## src/rtl/nmi_arbiter.sv

```systemverilog
// Two-master round-robin arbiter in front of a single native-memory-interface slave.
// Define NMI_ARB_TIMEOUT_EN to abort hung slave accesses with an ERR_DATA response.
module nmi_arbiter #(
   parameter int                    ADDR_WIDTH     = 32,
   parameter int                    DATA_WIDTH     = 32,
   parameter int                    WSTRB_WIDTH    = (DATA_WIDTH - 1) / 8 + 1,
   parameter int                    TIMEOUT_CYCLES = 255,
   parameter logic [DATA_WIDTH-1:0] ERR_DATA       = 32'hDEAD_BEEF
) (
   input  logic                   clk,
   input  logic                   rst,
   input  logic                   m0_mem_valid,
   input  logic                   m0_mem_instr,
   input  logic [ADDR_WIDTH-1:0]  m0_mem_addr,
   input  logic [DATA_WIDTH-1:0]  m0_mem_wdata,
   input  logic [WSTRB_WIDTH-1:0] m0_mem_wstrb,
   output logic                   m0_mem_ready,
   output logic [DATA_WIDTH-1:0]  m0_mem_rdata,
   input  logic                   m1_mem_valid,
   input  logic                   m1_mem_instr,
   input  logic [ADDR_WIDTH-1:0]  m1_mem_addr,
   input  logic [DATA_WIDTH-1:0]  m1_mem_wdata,
   input  logic [WSTRB_WIDTH-1:0] m1_mem_wstrb,
   output logic                   m1_mem_ready,
   output logic [DATA_WIDTH-1:0]  m1_mem_rdata,
   output logic                   s_mem_valid,
   output logic                   s_mem_instr,
   output logic [ADDR_WIDTH-1:0]  s_mem_addr,
   output logic [DATA_WIDTH-1:0]  s_mem_wdata,
   output logic [WSTRB_WIDTH-1:0] s_mem_wstrb,
   input  logic                   s_mem_ready,
   input  logic [DATA_WIDTH-1:0]  s_mem_rdata,
   output logic                   arb_err
);

   typedef enum logic [1:0] {
      IDLE  = 2'd0,
      GRANT = 2'd1,
      ERR   = 2'd2
   } state_t;

   state_t state_q, state_d;
   logic   gnt_q, gnt_d;
   logic   last_q, last_d;
   logic   gnt_valid_s;

   assign gnt_valid_s = gnt_q ? m1_mem_valid : m0_mem_valid;

`ifdef NMI_ARB_TIMEOUT_EN
   localparam int CNT_W = $clog2(TIMEOUT_CYCLES + 1);
   localparam logic [CNT_W-1:0] TO_LAST = CNT_W'(TIMEOUT_CYCLES - 1);
   logic [CNT_W-1:0] to_cnt_q, to_cnt_d;
`else
   logic unused_cfg_s;
   assign unused_cfg_s = (^ERR_DATA) ^ (TIMEOUT_CYCLES > 0);
`endif

   // next-state: grant selection, completion, abandonment and timeout
   always_comb begin
      state_d = state_q;
      gnt_d   = gnt_q;
      last_d  = last_q;
`ifdef NMI_ARB_TIMEOUT_EN
      to_cnt_d = to_cnt_q;
`endif
      case (state_q)
         IDLE: begin
            if (m0_mem_valid || m1_mem_valid) begin
               state_d = GRANT;
               // on a tie the master not served last wins
               gnt_d   = (m0_mem_valid && m1_mem_valid) ? ~last_q : m1_mem_valid;
`ifdef NMI_ARB_TIMEOUT_EN
               to_cnt_d = '0;
`endif
            end else begin
               state_d = IDLE;
            end
         end
         GRANT: begin
            if (!gnt_valid_s) begin
               state_d = IDLE;
            end else if (s_mem_ready) begin
               state_d = IDLE;
               last_d  = gnt_q;
`ifdef NMI_ARB_TIMEOUT_EN
            end else if (to_cnt_q == TO_LAST) begin
               state_d = ERR;
            end else begin
               to_cnt_d = to_cnt_q + {{(CNT_W-1){1'b0}}, 1'b1};
            end
`else
            end else begin
               state_d = GRANT;
            end
`endif
         end
`ifdef NMI_ARB_TIMEOUT_EN
         ERR: begin
            state_d = IDLE;
            last_d  = gnt_q;
         end
`endif
         default: begin
            state_d = IDLE;
         end
      endcase
   end

   // state registers with synchronous reset
   always_ff @(posedge clk) begin
      if (rst) begin
         state_q <= IDLE;
         gnt_q   <= 1'b0;
         last_q  <= 1'b1;
`ifdef NMI_ARB_TIMEOUT_EN
         to_cnt_q <= '0;
`endif
      end else begin
         state_q <= state_d;
         gnt_q   <= gnt_d;
         last_q  <= last_d;
`ifdef NMI_ARB_TIMEOUT_EN
         to_cnt_q <= to_cnt_d;
`endif
      end
   end

   // output decode; reset forces every output low regardless of state
   always_comb begin
      s_mem_valid  = 1'b0;
      s_mem_instr  = 1'b0;
      s_mem_addr   = '0;
      s_mem_wdata  = '0;
      s_mem_wstrb  = '0;
      m0_mem_ready = 1'b0;
      m0_mem_rdata = '0;
      m1_mem_ready = 1'b0;
      m1_mem_rdata = '0;
      arb_err      = 1'b0;
      case (rst ? IDLE : state_q)
         GRANT: begin
            s_mem_valid = gnt_valid_s;
            s_mem_instr = gnt_q ? m1_mem_instr : m0_mem_instr;
            s_mem_addr  = gnt_q ? m1_mem_addr  : m0_mem_addr;
            s_mem_wdata = gnt_q ? m1_mem_wdata : m0_mem_wdata;
            s_mem_wstrb = gnt_q ? m1_mem_wstrb : m0_mem_wstrb;
            if (gnt_q) begin
               m1_mem_ready = s_mem_ready & gnt_valid_s;
               m1_mem_rdata = s_mem_rdata;
            end else begin
               m0_mem_ready = s_mem_ready & gnt_valid_s;
               m0_mem_rdata = s_mem_rdata;
            end
         end
`ifdef NMI_ARB_TIMEOUT_EN
         ERR: begin
            arb_err = 1'b1;
            if (gnt_q) begin
               m1_mem_ready = 1'b1;
               m1_mem_rdata = ERR_DATA;
            end else begin
               m0_mem_ready = 1'b1;
               m0_mem_rdata = ERR_DATA;
            end
         end
`endif
         default: begin
            arb_err = 1'b0;
         end
      endcase
   end

endmodule

```

## config.mk

```make
export PLATFORM = sky130hd
export DESIGN_NAME = nmi_arbiter
export DESIGN_NICKNAME = d
export VERILOG_FILES = /design/src/rtl/nmi_arbiter.sv
export SDC_FILE = /design/constraint.sdc
export NUM_CORES = 1
export LEC_CHECK = 0
export ABC_CLOCK_PERIOD_IN_PS = 1600
export CELL_PAD_IN_SITES_DETAIL_PLACEMENT = 2
export CELL_PAD_IN_SITES_GLOBAL_PLACEMENT = 2
export CORE_MARGIN = 4
export CORE_UTILIZATION = 10
export CTS_CLUSTER_SIZE = 20
export DETAILED_ROUTE_END_ITERATION = 10
export GPL_ROUTABILITY_DRIVEN = 0
export GPL_TIMING_DRIVEN = 0
export PLACE_DENSITY_LB_ADDON = 0.3
export SETUP_SLACK_MARGIN = 0.2
export SLEW_MARGIN = 20
export SYNTH_ARGS = -nofsm -noshare
export SYNTH_HDL_FRONTEND = slang
export SYNTH_SLANG_ARGS = --single-unit
```

## constraint.sdc

```tcl
create_clock -name clk -period 1.6 [get_ports clk]
set_input_delay 0.4 -clock clk [delete_from_list [all_inputs] [get_ports clk]]
set_output_delay 0.4 -clock clk [all_outputs]
set_load 0.02 [all_outputs]
```

==> impl_metrics.ini <==
[run_status]
status = complete, but fails checks
violations = negative setup slack

[power]
seqPwrFrac = 0.045
finalPower_mw = 1.96
swShare = 0.322
switchingPower_uw = 631
intPower_mw = 1.33
pwr-share-clk = 0.210
power_density_nw_per_um2 = 303
p_comb_frac = 0.746
vdd.ir_drop.worst_v = 0.000254
power_leakage_nw = 2.97

[timing]
postLayoutSetupSlackWorst_ns = -0.303
setup_viol = 133
hold_viol_final = 0
finClkSkew_ns = 0.00281
fmax_mhz = 526
finalCritPeriodShare = 1.19
min_period_ns = 1.90
slew_viol_final = 0
finalSetupTns_ns = -34.96
rsz0062_at_grt = true

[floorplanning]
die_y_um = 125
io_pins = 312
initial_core_util = 0.103
dieArea_um2 = 15600
die_x_um = 125
coreArea_um2 = 13300
num_rows = 42

[grt]
grt_util_all_layers = 0.170
grt_pass1_wl_um = 20900
gr-total-overflow = 0
grt_pass1_vias = 3354
antenna_found_initial = 0
grt_max_degree = 11

[logic_synthesis]
async_reset_ff_frac = 0
netlist_area_um2 = 1370
synth-edff-count = 0
syn_area_per_cell_um2 = 7.42
yosysMostFrequentCell = a22o_1
synth_cells = 184
yosysTopAreaCell = a22o_1
ys_warn_count = 0
yosys-top-cells-count = a22o_1, and2_1, buf_4, buf_6, nand2_1
synth_cell_types = 21
syn_nets = 359
yosys-top-cells-area = a22o_1, and2_1, buf_6, dfxtp_1, buf_4
ys_seq_elements = 3
ys_seq_area_frac = 0.0440
yosysTopAreaCellShare = 0.443
ys.flop_type = dfxtp_1

[clocking]
cts_tree = done
cts_max_path_buffers = 2
cts_buffers = 3
cts_max_level = 1
path_clk_slew_ns = 0.03
cts.sinks = 3
insertion_delay_ns = 0.23
root_buffer = clkbuf_16

[cells_and_area]
finalNetCount = 700
instances_no_fill = 700
final_util = 0.486
drive_gt1_frac = 0.635
n_antenna_cell = 0
area_growth_pct = 373

[critical_path]
crit_slowest_cell = dfxtp_4
reg2reg_from = gnt_q
crit_start = state_q[0]
crit_required_ns = 1.20
cp-start-kind = register
critPathKind = register to output pin
critical-path-max-stage-delay_ns = 0.34
cp_cell_sequence = nand2b_4 > nor2_4 > buf_6 > clkbuf_16 > buf_16 > a22o_4 > buf_6
crit_top_cell = buf_6
cp-end-kind = output pin
cp.arrival_ns = 1.50
cp_max_fo = 5

[routing]
drt-initial-drc-count = 37
dr.pass1.iters = 2
vias = 2960
drc = 0
viasPerCell = 4.23
routed_wl_um = 15300
ant_nets = 0
wl_per_cell_um = 21.8

[placement]
port_buffers = 310
place_hpwl_um = 11500
dp.cells = 670

[hold_path]
hp-class = input pin to register
hp-start = rst

[job]
timing.max_cap.violations = 0
sequential cells by signal (all words and copies together) (netlist names):
name,flops
gnt_q,1
last_q,1
state_q,1
layer usage:
layer / vias to the layer above / routed length, um / global-route usage
met2: 180 / 8580 / 0.332
met3: 12 / 1340 / 0.0630
met5: - / 0 / 0
met4: 0 / 216 / 0.0351
met1: 1394 / 5110 / 0.171
li1: 1374 / - / -
layout make-up:
class                      count  area, um^2
timing repair buffer         336        3740
buffer                        23         409
clock buffer                   4        78.8
fill                        1299        6830
inverter                       3        13.8
sequential                     3        67.6
multi-input combinational    155        1940
tap                          176         220
worst max-delay path: cells and delay by family (launching register included):
kind | cells | cell delay (ns)
compound gates | 1 | 0.21
buf+inv | 4 | 0.57
flops | 1 | 0.34
simple gates | 2 | 0.16
logic make-up (layout without fill, tap and decap cells):
family          after synthesis  in the layout  share of synthesized area
compound gates               78             78                      0.478
buf+inv                      26            366                      0.136
flops                         3              3                     0.0440
other cells                   1              1                    0.00275
simple gates                 76             76                      0.340
stage by stage:
step	hold WS (ns)	worst slack (ns)	cell area, um^2
6_report	0.509	-0.303	6460
5_1_grt	0.524	-0.343	6460
4_1_cts	0.461	-0.349	5910
3_5_place_dp	0.519	-1.30	5530
3_3_place_gp	0.497	-1.29	5530
2_1_floorplan	0.469	0.0696	2210
power groups by stage:
stage / clock [mW] / combinational, mW / sequential, mW
final: 0.411 / 1.46 / 0.0873
after CTS: 0.411 / 1.34 / 0.0886
after floorplan: 0 / 0.518 / 0.0876
after global placement: 0 / 1.27 / 0.0892
after detailed placement: 0 / 1.29 / 0.0903
after global routing: 0.426 / 1.53 / 0.0880
final timing paths:
kind / slack (ns) / cells after the start / to
min reg2reg: 0.53 / 2 / last_q
max: -0.30 / 7 / s_mem_addr[2]
max reg2reg: 0.53 / 4 / state_q[0]
min: 0.51 / 3 / state_q[0]
placed cells by master, fill, tap and decap left out, drive strengths merged:
cell type / synthesis / layout
nand2: 5 / 5
dfxtp: 3 / 3
o21ai: 4 / 4
inv: 3 / 3
clkdlybuf4s15: 0 / 2
clkdlybuf4s50: 0 / 170
a21oi: 4 / 4
nand3: 1 / 1
a22o: 69 / 69
and2: 64 / 64
nand2b: 1 / 1
nor2: 2 / 2
buf: 18 / 174
dlygate4sd2: 0 / 1
o211ai: 1 / 1
nor3: 2 / 2
conb: 1 / 1
nor2b: 1 / 1
clkbuf: 5 / 16
repair_timing:
item / CTS / global route
pin swaps: 27 / 9
cloned: 5 / 10
resized for setup: 795 / 109
setup endpoints to repair: 136 / 136
buffers inserted: 7 / 4
hold endpoints to repair: 0 / 0
hold buffers: 0 / 0
Power figures use the tool's default switching activity.
